--- src/rtl/quadrature_decoder.sv ---
// 4x quadrature decoder: signed position count, per-edge step/direction,
// windowed signed velocity and a sticky flag for illegal Gray-code jumps.
module quadrature_decoder #(
    parameter int POS_W  = 32,
    parameter int VEL_W  = 16,
    parameter int WINDOW = 100000
) (
    input  logic                    clk,
    input  logic                    rst_n,
    input  logic                    enc_a,
    input  logic                    enc_b,
    input  logic                    clear,
    output logic signed [POS_W-1:0] position,
    output logic                    step,
    output logic                    dir,
    output logic signed [VEL_W-1:0] velocity,
    output logic                    vel_valid,
    output logic                    err
);

    localparam int CNT_W = (WINDOW > 1) ? $clog2(WINDOW) : 1;
    localparam logic [CNT_W-1:0]        CNT_LAST = CNT_W'(WINDOW - 1);
    localparam logic signed [VEL_W-1:0] VEL_MAX  = {1'b0, {(VEL_W-1){1'b1}}};
    localparam logic signed [VEL_W-1:0] VEL_MIN  = {1'b1, {(VEL_W-1){1'b0}}};

    logic [1:0]              cur_q, prev_q;
    logic                    valid_q, primed_q;
    logic signed [POS_W-1:0] pos_q, pos_d;
    logic                    step_q, step_d;
    logic                    dir_q, dir_d;
    logic signed [VEL_W-1:0] vel_q, vel_d;
    logic                    vel_valid_q, vel_valid_d;
    logic                    err_q, err_d;
    logic signed [VEL_W-1:0] acc_q, acc_d;
    logic [CNT_W-1:0]        cnt_q, cnt_d;

    logic                    fwd, rev, illegal;
    logic signed [VEL_W-1:0] acc_sum;

    // Transition table on {prev, cur}; nothing decodes until prev holds a real sample.
    always_comb begin
        fwd     = 1'b0;
        rev     = 1'b0;
        illegal = 1'b0;
        if (primed_q) begin
            case ({prev_q, cur_q})
                4'b00_10, 4'b10_11, 4'b11_01, 4'b01_00: fwd     = 1'b1;
                4'b00_01, 4'b01_11, 4'b11_10, 4'b10_00: rev     = 1'b1;
                4'b00_11, 4'b11_00, 4'b01_10, 4'b10_01: illegal = 1'b1;
                default: ;
            endcase
        end
    end

    // Saturating accumulate including this cycle's edge.
    always_comb begin
        acc_sum = acc_q;
        if (fwd && (acc_q != VEL_MAX)) begin
            acc_sum = acc_q + VEL_W'(1);
        end else if (rev && (acc_q != VEL_MIN)) begin
            acc_sum = acc_q - VEL_W'(1);
        end
    end

    always_comb begin
        pos_d       = pos_q;
        step_d      = 1'b0;
        dir_d       = dir_q;
        err_d       = err_q;
        vel_d       = vel_q;
        vel_valid_d = 1'b0;
        acc_d       = acc_q;
        cnt_d       = cnt_q + CNT_W'(1);
        if (clear) begin
            pos_d = '0;
            err_d = 1'b0;
            vel_d = '0;
            acc_d = '0;
            cnt_d = '0;
        end else begin
            if (fwd) begin
                pos_d  = pos_q + POS_W'(1);
                step_d = 1'b1;
                dir_d  = 1'b1;
            end else if (rev) begin
                pos_d  = pos_q - POS_W'(1);
                step_d = 1'b1;
                dir_d  = 1'b0;
            end
            if (illegal) begin
                err_d = 1'b1;
            end
            // Edges in the terminal cycle close into this window's result.
            if (cnt_q == CNT_LAST) begin
                vel_d       = acc_sum;
                vel_valid_d = 1'b1;
                acc_d       = '0;
                cnt_d       = '0;
            end else begin
                acc_d = acc_sum;
            end
        end
    end

    always_ff @(posedge clk or negedge rst_n) begin
        if (!rst_n) begin
            cur_q       <= 2'b00;
            prev_q      <= 2'b00;
            valid_q     <= 1'b0;
            primed_q    <= 1'b0;
            pos_q       <= '0;
            step_q      <= 1'b0;
            dir_q       <= 1'b0;
            vel_q       <= '0;
            vel_valid_q <= 1'b0;
            err_q       <= 1'b0;
            acc_q       <= '0;
            cnt_q       <= '0;
        end else begin
            cur_q       <= {enc_a, enc_b};
            prev_q      <= cur_q;
            valid_q     <= 1'b1;
            primed_q    <= valid_q;
            pos_q       <= pos_d;
            step_q      <= step_d;
            dir_q       <= dir_d;
            vel_q       <= vel_d;
            vel_valid_q <= vel_valid_d;
            err_q       <= err_d;
            acc_q       <= acc_d;
            cnt_q       <= cnt_d;
        end
    end

    assign position  = pos_q;
    assign step      = step_q;
    assign dir       = dir_q;
    assign velocity  = vel_q;
    assign vel_valid = vel_valid_q;
    assign err       = err_q;

endmodule
--- config.mk ---
export PLATFORM = sky130hd
export DESIGN_NAME = quadrature_decoder
export DESIGN_NICKNAME = d
export VERILOG_FILES = /design/src/rtl/quadrature_decoder.sv
export SDC_FILE = /design/constraint.sdc
export NUM_CORES = 1
export LEC_CHECK = 0
export ABC_CLOCK_PERIOD_IN_PS = 4400
export CAP_MARGIN = 20
export CORE_MARGIN = 4
export CORE_UTILIZATION = 50
export DETAILED_ROUTE_END_ITERATION = 6
export PLACE_DENSITY_LB_ADDON = 0.3
export SETUP_SLACK_MARGIN = 0.5
export SLEW_MARGIN = 20
export SYNTH_ARGS = -nofsm -noshare
export SYNTH_HDL_FRONTEND = slang
export SYNTH_SLANG_ARGS = --single-unit
--- constraint.sdc ---
create_clock -name clk -period 4.4 [get_ports clk]
set_input_delay 1.1 -clock clk [delete_from_list [all_inputs] [get_ports clk]]
set_output_delay 1.1 -clock clk [all_outputs]
set_load 0.02 [all_outputs]
* Yosys cells after proc, flatten, opt, wreduce, memory -nomap -nowiden
Cells that the tools add are included.
** Cells by class
- Bitwise logic cells :: 1
- $add $sub $neg :: 5
- Equality and inequality tests :: 15
- Mux-type cells :: 26
- Reductions and logical operators :: 10
** Operator list (number)
- 2-to-1 mux 16 bit :: 6
- 2-to-1 mux 32 bit :: 3
- 2-to-1 mux 17 bit :: 2
- adder 32 x 2 -> 32 bit (second input constant) :: 1
- != test 16 bit (second input constant) :: 2
- subtractor 32 x 2 -> 32 bit (second input constant) :: 1
- == test 4 bit (second input constant) :: 6
- adder 17 x 1 -> 17 bit (second input constant) :: 1
- == test 17 bit (second input constant) :: 1
- adder 16 x 2 -> 16 bit (second input constant) :: 1
- subtractor 16 x 2 -> 16 bit (second input constant) :: 1
- 2-to-1 mux 1 bit :: 15
- == test 4 x 3 -> 1 bit (second input constant) :: 3
- OR reduction 4 bit :: 3
- == test 4 x 2 -> 1 bit (second input constant) :: 2
- nonzero test 2 bit :: 3
- == test 4 x 1 -> 1 bit (second input constant) :: 1
- nonzero test 3 bit :: 1
- logical AND 1 bit :: 2
- AND reduction 2 bit :: 1
- NOT 1 bit :: 1
** Word-level totals
- Logic and storage cells :: 69
- Bits in registers :: 91
- Output and inout bits :: 52
- Bits of input ports :: 5

* Depth between registers and ports, before layout
Gate-level depths: netlist of the first run.
- Depth after elaboration :: 9
- Mapped depth :: 12
- Mapped depth without buffers :: 11

* Least setup slack after synthesis of the first run
Ideal clock, no wire load.
- Kind :: register to register
- Start point :: reg prev_q[1]
- End point :: reg pos_q[29] (netlist: position[29])
- Library setup time :: 0.126 ns
- Data required time :: 4.274 ns
- Arrival :: 3.275 ns
- Clock period less this slack :: 3.401 ns
- Cell stages (with the launch flop) :: 12
- Buffers on the path :: 0
- Path slack :: 0.999 ns
- Cell sequence :: dfrtp_1 -> xnor2_1 -> nand3_4 -> ha_1 -> a21oi_1 -> o21a_1 -> o21ai_1 -> a221o_1 -> a31oi_2 -> o21ai_2 -> o311a_1 -> a311o_1
** On the way
- Cells in the longest elaborated chain, start to end :: 6
- Elaborated cells between the ends (all ways) :: 17
- Those cells by class :: eq/ne: 8; mux: 6; reduce/logical: 3
** Ends and longest elaborated chain
- from (decl) :: line 26 : logic [1:0] cur_q, prev_q;
- from (signal assigned) :: line 121 : prev_q <= cur_q;
- == test 4 x 2 -> 1 bit (tied with other cells) :: line 46 : case ({prev_q, cur_q})
- OR reduction 4 bit :: line 46
- 2-to-1 mux 1 bit :: line 46
- 2-to-1 mux 1 bit :: line 45 : if (primed_q) begin
- 2-to-1 mux 32 bit :: line 81 : if (fwd) begin
- 2-to-1 mux 32 bit :: line 74 : if (clear) begin
- to (signal assigned) :: line 124 : pos_q <= pos_d;
- to (decl) :: line 28 : logic signed [POS_W-1:0] pos_q, pos_d;
Parallel ways exist; a longest one is shown, timed or not.
A chain may end at the register's enable or synchronous reset.

* Worst setup path after layout of the first run
- Start point :: reg prev_q[1]
- End point :: reg pos_q[28] (netlist: position[28])
The elaborated chain is that of the path after synthesis.

==> impl_results.html, run 1 <==
<table>
<tr><th>Metric</th><th>Value</th></tr>
<tr><th colspan="2">Global route</th></tr>
<tr><td>Overall routing resource usage</td><td>0.210</td></tr>
<tr><td>Global-route track usage on met2</td><td>0.349</td></tr>
<tr><td>Pin count of the biggest net entering global routing</td><td>53</td></tr>
<tr><td>Routing layer with the top usage in global route</td><td>met2</td></tr>
<tr><td>Via count of the first global-routing pass</td><td>5108</td></tr>
<tr><td>Global routing usage on met3</td><td>0.0303</td></tr>
<tr><td>GR Layer Usage met1</td><td>0.279</td></tr>
<tr><td>Overflow left after global routing</td><td>0</td></tr>
<tr><td>Global-route wire length before repair</td><td>24400 um</td></tr>
<tr><td>Initial antenna violation count</td><td>0</td></tr>
<tr><th colspan="2">Cells and area</th></tr>
<tr><td>Area of all placed cells without fillers</td><td>0.00702 mm^2</td></tr>
<tr><td>Total number of nets in the final design</td><td>786</td></tr>
<tr><td>Layout cell share with drive strength beyond 1</td><td>0.0580</td></tr>
<tr><td>Synth-to-Final Area Change</td><td>15.9%</td></tr>
<tr><td>Highest-count cells in the layout ignoring fill and taps</td><td>sky130_fd_sc_hd__dfrtp_1 (91), sky130_fd_sc_hd__nand2_1 (79), sky130_fd_sc_hd__nor2_1 (79), sky130_fd_sc_hd__a21oi_1 (59), sky130_fd_sc_hd__clkdlybuf4s50_1 (54)</td></tr>
<tr><td>Reg area</td><td>0.00228 mm^2</td></tr>
<tr><td>Antenna diode count</td><td>0</td></tr>
<tr><td>Fill count</td><td>1036</td></tr>
<tr><td>Most common cell after layout, fill and taps aside</td><td>sky130_fd_sc_hd__dfrtp_1</td></tr>
<tr><td>Area occupied by multi-input gates</td><td>0.00361 mm^2</td></tr>
<tr><th colspan="2">Detailed routing</th></tr>
<tr><td>Final antenna-violating net count</td><td>0</td></tr>
<tr><td>First-pass iteration count of the detailed router</td><td>4</td></tr>
<tr><td>Initial DRC Count</td><td>around 300</td></tr>
<tr><td>Number of remaining DRC errors</td><td>0</td></tr>
<tr><td>Routed wirelength normalized by instance count</td><td>roughly 16 um</td></tr>
<tr><td>Total Routed Length</td><td>between 10000 and 15000 um</td></tr>
<tr><td>Number of vias per cell</td><td>5.80</td></tr>
<tr><td>Total via count in the routed design</td><td>about 5100</td></tr>
<tr><th colspan="2">Power</th></tr>
<tr><td>Portion of total power attributed to the clock network</td><td>0.194</td></tr>
<tr><td>Sequential power share</td><td>0.271</td></tr>
<tr><td>Worst-case vdd ir drop</td><td>0.000270 V</td></tr>
<tr><td>P_sw</td><td>1.63 mW</td></tr>
<tr><td>Share of power burned in combinational logic</td><td>0.535</td></tr>
<tr><td>Total power per unit cell area</td><td>~560 mW/mm^2</td></tr>
<tr><td>Switching power as a share of total power</td><td>0.417</td></tr>
<tr><td>Final Total Pwr</td><td>3.92 mW</td></tr>
<tr><td>Leakage</td><td>3.14 nW</td></tr>
<tr><td>Internal power of the cells</td><td>~2.3 mW</td></tr>
<tr><th colspan="2">CTS</th></tr>
<tr><td>Latest clock arrival within the worst-skew pair</td><td>0.34 ns</td></tr>
<tr><td>Setup Fix Bufs, Post-CTS</td><td>0</td></tr>
<tr><td>Clock net sink count</td><td>just over 90</td></tr>
<tr><td>Total number of H-tree levels</td><td>3</td></tr>
<tr><td>Quantity of hold-fixing buffers added after cts</td><td>0</td></tr>
<tr><td>Number of gates resized after cts</td><td>0</td></tr>
<tr><td>Worst-path clk slew</td><td>around 0.060 ns</td></tr>
<tr><td>Root buf cell</td><td>sky130_fd_sc_hd__clkbuf_16</td></tr>
<tr><td>TritonCTS clock tree</td><td>built</td></tr>
<tr><td>Max Buffers Root-to-Sink</td><td>2</td></tr>
<tr><td>CTS Buf Count</td><td>9</td></tr>
<tr><th colspan="2">Timing</th></tr>
<tr><td>Sum of negative setup slack</td><td>0 ns</td></tr>
<tr><td>Post-route worst hold slack</td><td>0.355 ns</td></tr>
<tr><td>Maximum clock frequency</td><td>278 MHz</td></tr>
<tr><td>Number of max-slew violations in the final report</td><td>0</td></tr>
<tr><td>Share of the clock period used by the worst path</td><td>0.818</td></tr>
<tr><td>Unrepaired setup endpoints after global routing</td><td>false</td></tr>
<tr><td>Max-Slew Margin vs Limit</td><td>0.370</td></tr>
<tr><td>Count of endpoints failing setup in the final report</td><td>0</td></tr>
<tr><td>Clock period minus final worst setup slack</td><td>3.60 ns</td></tr>
<tr><td>Final count of hold timing violations</td><td>0</td></tr>
<tr><td>Measured slew at the worst slew-check pin</td><td>0.945 ns</td></tr>
<tr><td>Clock Skews</td><td>0.00960 ns</td></tr>
<tr><th colspan="2">Floorplanning</th></tr>
<tr><td>Starting density of the core</td><td>0.522</td></tr>
<tr><td>Num rows</td><td>39</td></tr>
<tr><td>Area of the core</td><td>roughly 0.012 mm^2</td></tr>
<tr><td>Die boundary height</td><td>118 um</td></tr>
<tr><td>Io pins</td><td>57</td></tr>
<tr><td>Die area</td><td>about 0.014 mm^2</td></tr>
<tr><td>Die width</td><td>about 120 um</td></tr>
<tr><th colspan="2">Setup path</th></tr>
<tr><td>Maximum fanout along the worst path</td><td>22</td></tr>
<tr><td>Reg-to-reg critical path endpoint</td><td>position[28]$_DFFE_PN0P_</td></tr>
<tr><td>Startpoint of the lowest-slack register-to-register path</td><td>prev_q[1]$_DFF_PN0_</td></tr>
<tr><td>Critical Setup Path Class</td><td>reg -&gt; reg</td></tr>
<tr><td>Internal reg-to-reg setup slack</td><td>approximately 0.8 ns</td></tr>
<tr><td>Critical Path Source Type</td><td>register</td></tr>
<tr><td>Worst path arrival time</td><td>3.84 ns</td></tr>
<tr><td>Critical Path Source</td><td>prev_q[1]$_DFF_PN0_</td></tr>
<tr><td>Crit. End Element</td><td>register</td></tr>
<tr><td>Worst endpoint required time</td><td>roughly 4.7 ns</td></tr>
<tr><td>Cell count of the worst reg-to-reg path</td><td>12</td></tr>
<tr><th colspan="2">Status</th></tr>
<tr><td>Result of the run</td><td>finished, final reports clean</td></tr>
<tr><th colspan="2">Worst hold path</th></tr>
<tr><td>Worst hold-check path type</td><td>reg -&gt; reg</td></tr>
<tr><td>Critical hold path startpoint</td><td>valid_q$_DFF_PN0_</td></tr>
<tr><td>Destination of the worst hold path</td><td>primed_q$_DFF_PN0_</td></tr>
<tr><td>Worst hold path cell count</td><td>0</td></tr>
<tr><th colspan="2">Logic synthesis</th></tr>
<tr><td>Number of flops mapped to enable cells by yosys</td><td>0</td></tr>
<tr><td>Register area share after synthesis</td><td>0.376</td></tr>
<tr><td>Number of instances in the synthesized netlist</td><td>693</td></tr>
<tr><td>Synthesized area</td><td>just over 0.006 mm^2</td></tr>
<tr><td>Post-synth ARST share</td><td>1.00</td></tr>
<tr><td>Warning count from the yosys run</td><td>0</td></tr>
<tr><td>Top cells by area in the synthesized netlist</td><td>sky130_fd_sc_hd__dfrtp_1 (38%), sky130_fd_sc_hd__ha_1 (8.5%), sky130_fd_sc_hd__nand2_1 (4.9%)</td></tr>
<tr><td>Synth area leader</td><td>sky130_fd_sc_hd__dfrtp_1</td></tr>
<tr><td>Post-Syn Nets</td><td>740</td></tr>
<tr><td>Proportion of netlist area held by the largest area contributor</td><td>0.376</td></tr>
<tr><td>Number of library cell types mapped by synthesis</td><td>70</td></tr>
<tr><td>Register bit total from synthesis</td><td>91</td></tr>
<tr><td>Avg Synthesized Cell Area</td><td>~9 um^2</td></tr>
<tr><td>Most instantiated flip-flop cell in the synthesis netlist</td><td>sky130_fd_sc_hd__dfrtp_1</td></tr>
<tr><th colspan="2">Placed design</th></tr>
<tr><td>DP Area</td><td>0.00672 mm^2</td></tr>
<tr><td>Sum of net half-perimeters after detailed placement</td><td>a little over 10000 um</td></tr>
<tr><td>Count of input and output buffers</td><td>56</td></tr>
<tr><td>Weighted congestion at the end of routability-driven global placement</td><td>between 0.9 and 1</td></tr>
<tr><th colspan="2">Job</th></tr>
<tr><td>Maximum capacitance violations</td><td>0</td></tr>
</table>
==> state kept, by name (all words and copies together), names as in the netlist <==
signal	cells
acc_q	16
velocity	16
cur_q	2
prev_q	2
valid_q	1
cnt_q	17
primed_q	1
err	1
dir	1
vel_valid	1
position	32
step	1
==> how the worst max path moves through the flow <==
stage                          endpoint  slack (ns)
2_1_floorplan  position[29]$_DFFE_PN0P_         1.0
3_3_place_gp   position[29]$_DFFE_PN0P_        0.86
6_report       position[28]$_DFFE_PN0P_        0.80
3_5_place_dp   position[28]$_DFFE_PN0P_        0.72
4_1_cts        position[28]$_DFFE_PN0P_        0.65
5_1_grt        position[28]$_DFFE_PN0P_        0.56
==> cell usage after synthesis, types with 2 or more instances <==
master / n
sky130_fd_sc_hd__o21bai_1: 3
sky130_fd_sc_hd__dfrtp_1: 91
sky130_fd_sc_hd__a41oi_1: 2
sky130_fd_sc_hd__o21ai_0: 31
sky130_fd_sc_hd__o21ba_2: 2
sky130_fd_sc_hd__and2_1: 4
sky130_fd_sc_hd__o22ai_1: 2
sky130_fd_sc_hd__o21ai_2: 2
sky130_fd_sc_hd__or3_1: 3
sky130_fd_sc_hd__a311o_1: 2
sky130_fd_sc_hd__buf_2: 3
sky130_fd_sc_hd__o211ai_1: 5
sky130_fd_sc_hd__nand2b_1: 4
sky130_fd_sc_hd__nand4_1: 14
sky130_fd_sc_hd__and3b_1: 2
sky130_fd_sc_hd__a31oi_1: 6
sky130_fd_sc_hd__a211oi_1: 7
sky130_fd_sc_hd__nor3b_1: 4
sky130_fd_sc_hd__o2111ai_1: 3
sky130_fd_sc_hd__nand3_1: 20
sky130_fd_sc_hd__and4_1: 2
sky130_fd_sc_hd__nor3_1: 19
sky130_fd_sc_hd__o31ai_1: 3
sky130_fd_sc_hd__ha_1: 41
sky130_fd_sc_hd__clkbuf_1: 20
sky130_fd_sc_hd__o21a_1: 5
sky130_fd_sc_hd__nand3b_1: 11
sky130_fd_sc_hd__nor4_1: 7
sky130_fd_sc_hd__o21ai_1: 7
sky130_fd_sc_hd__a211o_1: 3
sky130_fd_sc_hd__mux2i_1: 2
sky130_fd_sc_hd__and3_1: 9
sky130_fd_sc_hd__nor2b_1: 14
sky130_fd_sc_hd__a32oi_1: 2
sky130_fd_sc_hd__xor2_1: 23
sky130_fd_sc_hd__xnor2_1: 30
sky130_fd_sc_hd__nor2_1: 79
sky130_fd_sc_hd__buf_1: 3
sky130_fd_sc_hd__inv_1: 17
sky130_fd_sc_hd__a21oi_1: 59
sky130_fd_sc_hd__buf_4: 3
sky130_fd_sc_hd__nand2_1: 79
sky130_fd_sc_hd__a21o_1: 18
==> per-stage QoR <==
step,utilization,setup WS (ns),cells
global placement,0.579,0.865,870
global route,0.605,0.564,885
finish,0.605,0.801,885
floorplan,-,0.999,693
CTS,0.603,0.650,884
detailed placement,0.579,0.718,870
==> worst max-delay path, stage by stage, from the launching register on <==
cell,delay [ns]
sky130_fd_sc_hd__dfrtp_1,0.44
sky130_fd_sc_hd__xnor2_2,0.37
sky130_fd_sc_hd__nand3_4,0.27
sky130_fd_sc_hd__buf_4,0.32
sky130_fd_sc_hd__ha_1,0.39
sky130_fd_sc_hd__a21oi_1,0.24
sky130_fd_sc_hd__o21bai_1,0.10
sky130_fd_sc_hd__a21o_1,0.21
sky130_fd_sc_hd__a21o_1,0.17
sky130_fd_sc_hd__a2111oi_0,0.42
sky130_fd_sc_hd__nor2_1,0.12
sky130_fd_sc_hd__o211a_1,0.24
sky130_fd_sc_hd__nor4_1,0.21
==> cell type report <==
cell class              count  share of cell area
well taps                 143              0.0255
multi-input cells         557               0.514
clock buffers              12              0.0351
clock inverters             2             0.00535
inverters                  17             0.00909
flip-flops and latches     91               0.324
repair buffers             63              0.0863
==> logic make-up (layout without fill, tap and decap cells) <==
group                    Yosys count  in the layout  synth area share
AO/OA/AOI/OAI                    175            175             0.189
flip-flops                        91             91             0.376
multiplexers                       2              2           0.00330
buffers and inverters             46             94            0.0310
AND/OR/NAND/NOR                  282            283             0.233
other                              1              1          0.000619
adder cells (fa/ha/maj)           42             42            0.0880
XOR/XNOR                          54             54            0.0793
==> per-layer routing <==
layer  up-vias  share of wire
met5         -              0
met4         0          0.017
met3        18          0.034
met2        95           0.49
met1      2456           0.46
li1       2563              -
==> power by group through the flow <==
stage	Sequential, mW	Combinational [mW]	Clock, mW
final	1.06	2.10	0.759
after global placement	1.08	2.05	0
after detailed placement	1.08	2.07	0
after floorplan	1.15	1.46	0
after global routing	1.09	2.33	0.812
after CTS	1.07	2.09	0.777
No activity file was read; power rests on OpenSTA's default activity.
==> run 2, diff against run 1 <==
--- a/config.mk
+++ b/config.mk
@@ -5,7 +5,7 @@
 export SDC_FILE = /design/constraint.sdc
 export NUM_CORES = 1
 export LEC_CHECK = 0
-export ABC_CLOCK_PERIOD_IN_PS = 4400
+export ABC_CLOCK_PERIOD_IN_PS = 3600
 export CAP_MARGIN = 20
 export CORE_MARGIN = 4
 export CORE_UTILIZATION = 50
==> constraint.sdc (replaced) <==
create_clock -name clk -period 3.6 [get_ports clk]
set_input_delay 0.9 -clock clk [delete_from_list [all_inputs] [get_ports clk]]
set_output_delay 0.9 -clock clk [all_outputs]
set_load 0.02 [all_outputs]
==> impl_results.html, run 2 (synthesis results as in run 1) <==
<table>
<tr><th>Metric</th><th>Value</th></tr>
<tr><th colspan="2">Status</th></tr>
<tr><td>Result of the run</td><td>finished, final reports clean</td></tr>
<tr><th colspan="2">Placed design</th></tr>
<tr><td>Setup Slack @ Placement</td><td>0.262 ns (-0.455 ns)</td></tr>
<tr><td>Count of input and output buffers</td><td>56 (unchanged)</td></tr>
<tr><td>Sum of net half-perimeters after detailed placement</td><td>10700 um (+4.5%)</td></tr>
<tr><td>Weighted congestion at the end of routability-driven global placement</td><td>0.934 (-0.28%)</td></tr>
<tr><td>Count of placed standard cells including taps</td><td>874 (+0.46%)</td></tr>
<tr><th colspan="2">Floorplanning</th></tr>
<tr><td>Num rows</td><td>39 (unchanged)</td></tr>
<tr><td>Starting density of the core</td><td>0.522 (unchanged)</td></tr>
<tr><td>Area of the core</td><td>0.0116 mm^2 (unchanged)</td></tr>
<tr><td>Die boundary height</td><td>118 um (unchanged)</td></tr>
<tr><td>Die width</td><td>118 um (unchanged)</td></tr>
<tr><td>Io pins</td><td>57 (unchanged)</td></tr>
<tr><td>Die area</td><td>0.0139 mm^2 (unchanged)</td></tr>
<tr><th colspan="2">Power</th></tr>
<tr><td>Worst-case vdd ir drop</td><td>0.000285 V (+5.5%)</td></tr>
<tr><td>Leakage</td><td>3.32 nW (+5.8%)</td></tr>
<tr><td>Total power per unit cell area</td><td>707 mW/mm^2 (+27%)</td></tr>
<tr><th colspan="2">Detailed routing</th></tr>
<tr><td>Routed wirelength normalized by instance count</td><td>17.8 um (+11%)</td></tr>
<tr><td>Number of vias per cell</td><td>6.06 (+4.5%)</td></tr>
<tr><td>Final antenna-violating net count</td><td>0 (unchanged)</td></tr>
<tr><td>Total via count in the routed design</td><td>5500 (+7.2%)</td></tr>
<tr><td>First-pass iteration count of the detailed router</td><td>5 (+1)</td></tr>
<tr><td>Number of remaining DRC errors</td><td>0 (unchanged)</td></tr>
<tr><td>Total Routed Length</td><td>16100 um (+14%)</td></tr>
<tr><td>Initial DRC Count</td><td>310 (+4.4%)</td></tr>
<tr><th colspan="2">Cells and area</th></tr>
<tr><td>Synth-to-Final Area Change</td><td>25.7%</td></tr>
<tr><td>Number of flip-flops in the largest register</td><td>32 (unchanged)</td></tr>
<tr><td>Layout cell share with drive strength beyond 1</td><td>0.150 (+0.0924)</td></tr>
<tr><td>Cell Count, Final, Fillers Out</td><td>908 (+2.6%)</td></tr>
<tr><td>Antenna diode count</td><td>0 (unchanged)</td></tr>
<tr><td>Highest-count cells in the layout ignoring fill and taps</td><td>sky130_fd_sc_hd__dfrtp_1 (87), sky130_fd_sc_hd__nand2_1 (78), sky130_fd_sc_hd__nor2_1 (78), sky130_fd_sc_hd__clkdlybuf4s50_1 (54), sky130_fd_sc_hd__a21oi_1 (50)</td></tr>
<tr><td>Most common cell after layout, fill and taps aside</td><td>sky130_fd_sc_hd__dfrtp_1</td></tr>
<tr><td>Util after Layout</td><td>0.656 (+0.0511)</td></tr>
<tr><td>Total number of nets in the final design</td><td>807 (+2.7%)</td></tr>
<tr><th colspan="2">Timing</th></tr>
<tr><td>Unrepaired setup endpoints after global routing</td><td>true</td></tr>
<tr><td>Post-route worst hold slack</td><td>0.356 ns (+0.00182 ns)</td></tr>
<tr><td>Count of endpoints failing setup in the final report</td><td>0 (unchanged)</td></tr>
<tr><td>Share of the clock period used by the worst path</td><td>0.890 (+0.0723)</td></tr>
<tr><td>Clock Skews</td><td>0.00893 ns (-0.000669 ns)</td></tr>
<tr><td>Max-Slew Margin vs Limit</td><td>0.352 (-0.0182)</td></tr>
<tr><td>Maximum clock frequency</td><td>312 MHz (+12%)</td></tr>
<tr><td>Final count of hold timing violations</td><td>0 (unchanged)</td></tr>
<tr><td>Final worst slack</td><td>0.396 ns (-0.406 ns)</td></tr>
<tr><td>Clock period minus final worst setup slack</td><td>3.20 ns (-0.394 ns)</td></tr>
<tr><td>Number of max-slew violations in the final report</td><td>0 (unchanged)</td></tr>
<tr><td>Sum of negative setup slack</td><td>0 ns (unchanged)</td></tr>
<tr><td>Measured slew at the worst slew-check pin</td><td>0.973 ns (+0.0274 ns)</td></tr>
<tr><th colspan="2">Setup path</th></tr>
<tr><td>Worst path arrival time</td><td>3.44 ns (-0.40 ns)</td></tr>
<tr><td>Family of cells with the greatest summed delay on the critical path</td><td>compound AO/OA/AOI/OAI gates</td></tr>
<tr><td>Master of the slowest instance on the critical path</td><td>sky130_fd_sc_hd__dfrtp_2</td></tr>
<tr><td>Crit. End Element</td><td>register</td></tr>
<tr><td>Buf/Inv on CP</td><td>2 (+1)</td></tr>
<tr><td>Worst endpoint required time</td><td>3.83 ns (-0.82 ns)</td></tr>
<tr><td>Maximum fanout along the worst path</td><td>6 (-73%)</td></tr>
<tr><td>Critical Setup Path Class</td><td>reg -&gt; reg</td></tr>
<tr><td>Critical Path Source Type</td><td>register</td></tr>
<tr><td>Peak per-stage delay on the critical path</td><td>0.44 ns (about the same)</td></tr>
<tr><td>Series of cell instances along the critical path</td><td>xnor2_2 &gt; nand3_4 &gt; buf_12 &gt; clkbuf_16 &gt; ha_4 &gt; a21oi_2 &gt; o21ai_0 &gt; nor3_2 &gt; o221ai_2 &gt; a31oi_4 &gt; o21ai_4 &gt; o311a_1 &gt; a311o_1</td></tr>
<tr><th colspan="2">Global route</th></tr>
<tr><td>Initial antenna violation count</td><td>0 (unchanged)</td></tr>
<tr><td>Via count of the first global-routing pass</td><td>5411 (+5.9%)</td></tr>
<tr><td>Global-route wire length before repair</td><td>25800 um (+5.8%)</td></tr>
<tr><td>Overflow left after global routing</td><td>0 (unchanged)</td></tr>
<tr><td>Overall routing resource usage</td><td>0.221 (+0.0110)</td></tr>
<tr><td>Pin count of the biggest net entering global routing</td><td>77 (+45%)</td></tr>
<tr><th colspan="2">CTS</th></tr>
<tr><td>TritonCTS clock tree</td><td>built</td></tr>
<tr><td>Total number of H-tree levels</td><td>3 (unchanged)</td></tr>
<tr><td>CTS Buf Count</td><td>9 (unchanged)</td></tr>
<tr><td>Worst-path clk slew</td><td>0.07 ns (about the same)</td></tr>
<tr><td>Root buf cell</td><td>sky130_fd_sc_hd__clkbuf_16</td></tr>
<tr><td>Quantity of hold-fixing buffers added after cts</td><td>0 (unchanged)</td></tr>
<tr><td>Clock net sink count</td><td>91 (unchanged)</td></tr>
<tr><td>Latest clock arrival within the worst-skew pair</td><td>0.35 ns (about the same)</td></tr>
<tr><td>Max Buffers Root-to-Sink</td><td>2 (unchanged)</td></tr>
<tr><th colspan="2">Worst hold path</th></tr>
<tr><td>Worst hold-check path type</td><td>reg -&gt; reg</td></tr>
<tr><th colspan="2">Job</th></tr>
<tr><td>Maximum capacitance violations</td><td>0 (unchanged)</td></tr>
</table>
-- run 2: worst paths after layout --
kind                                            endpoint  slack (ns)  depth (start not counted)          startpoint
worst max register to register  position[29]$_DFFE_PN0P_        0.40                         13  cur_q[0]$_DFF_PN0_
worst min-delay path                  primed_q$_DFF_PN0_        0.36                          0   valid_q$_DFF_PN0_
max in group asynchronous             cnt_q[3]$_DFF_PN0_        2.17                          2               rst_n
worst max-delay path            position[29]$_DFFE_PN0P_        0.40                         13  cur_q[0]$_DFF_PN0_
worst min register to register        primed_q$_DFF_PN0_        0.36                          0   valid_q$_DFF_PN0_
min in group asynchronous       position[13]$_DFFE_PN0P_        0.71                          1               rst_n
-- run 2: layer usage --
metal | global-route usage | part of all wire | vias to the layer above
met5 | 0 | 0 | -
met2 | 0.373 | 0.51 | 202
li1 | - | - | 2603
met4 | 0.0982 | 0.025 | 0
met1 | 0.273 | 0.41 | 2648
met3 | 0.0423 | 0.058 | 47
-- run 2: what timing repair did --
action | 4_1_cts | 5_1_grt
gates resized for setup | 12 | 45
pin swaps | 6 | 12
cloned | 0 | 3
setup buffers | 5 | 10
endpoints found under the setup margin | 10 | 15
-- run 2: per-stage QoR --
step                total power, mW  instance area, um^2
detailed placement             3.90                 6850
CTS                            5.00                 7240
global route                   5.73                 7610
global placement               3.84                 6850
finish                         5.39                 7610
floorplan                      3.22                 6150
-- run 2: layout make-up --
cell class,count,area (um^2)
fill,940,4000
multi-input combinational,556,3940
sequential,91,2280
timing repair buffer,85,836
clock buffer,10,239
tap,143,179
clock inverter,6,75.1
inverter,17,63.8
-- run 2: power by group --
group	leakage [nW]	switching, mW	internal, mW	total [mW]
clock network	0.152	0.430	0.570	0.999
logic	1.94	1.72	1.35	3.07
registers	1.23	0.166	1.15	1.32
total	3.32	2.31	3.07	5.39
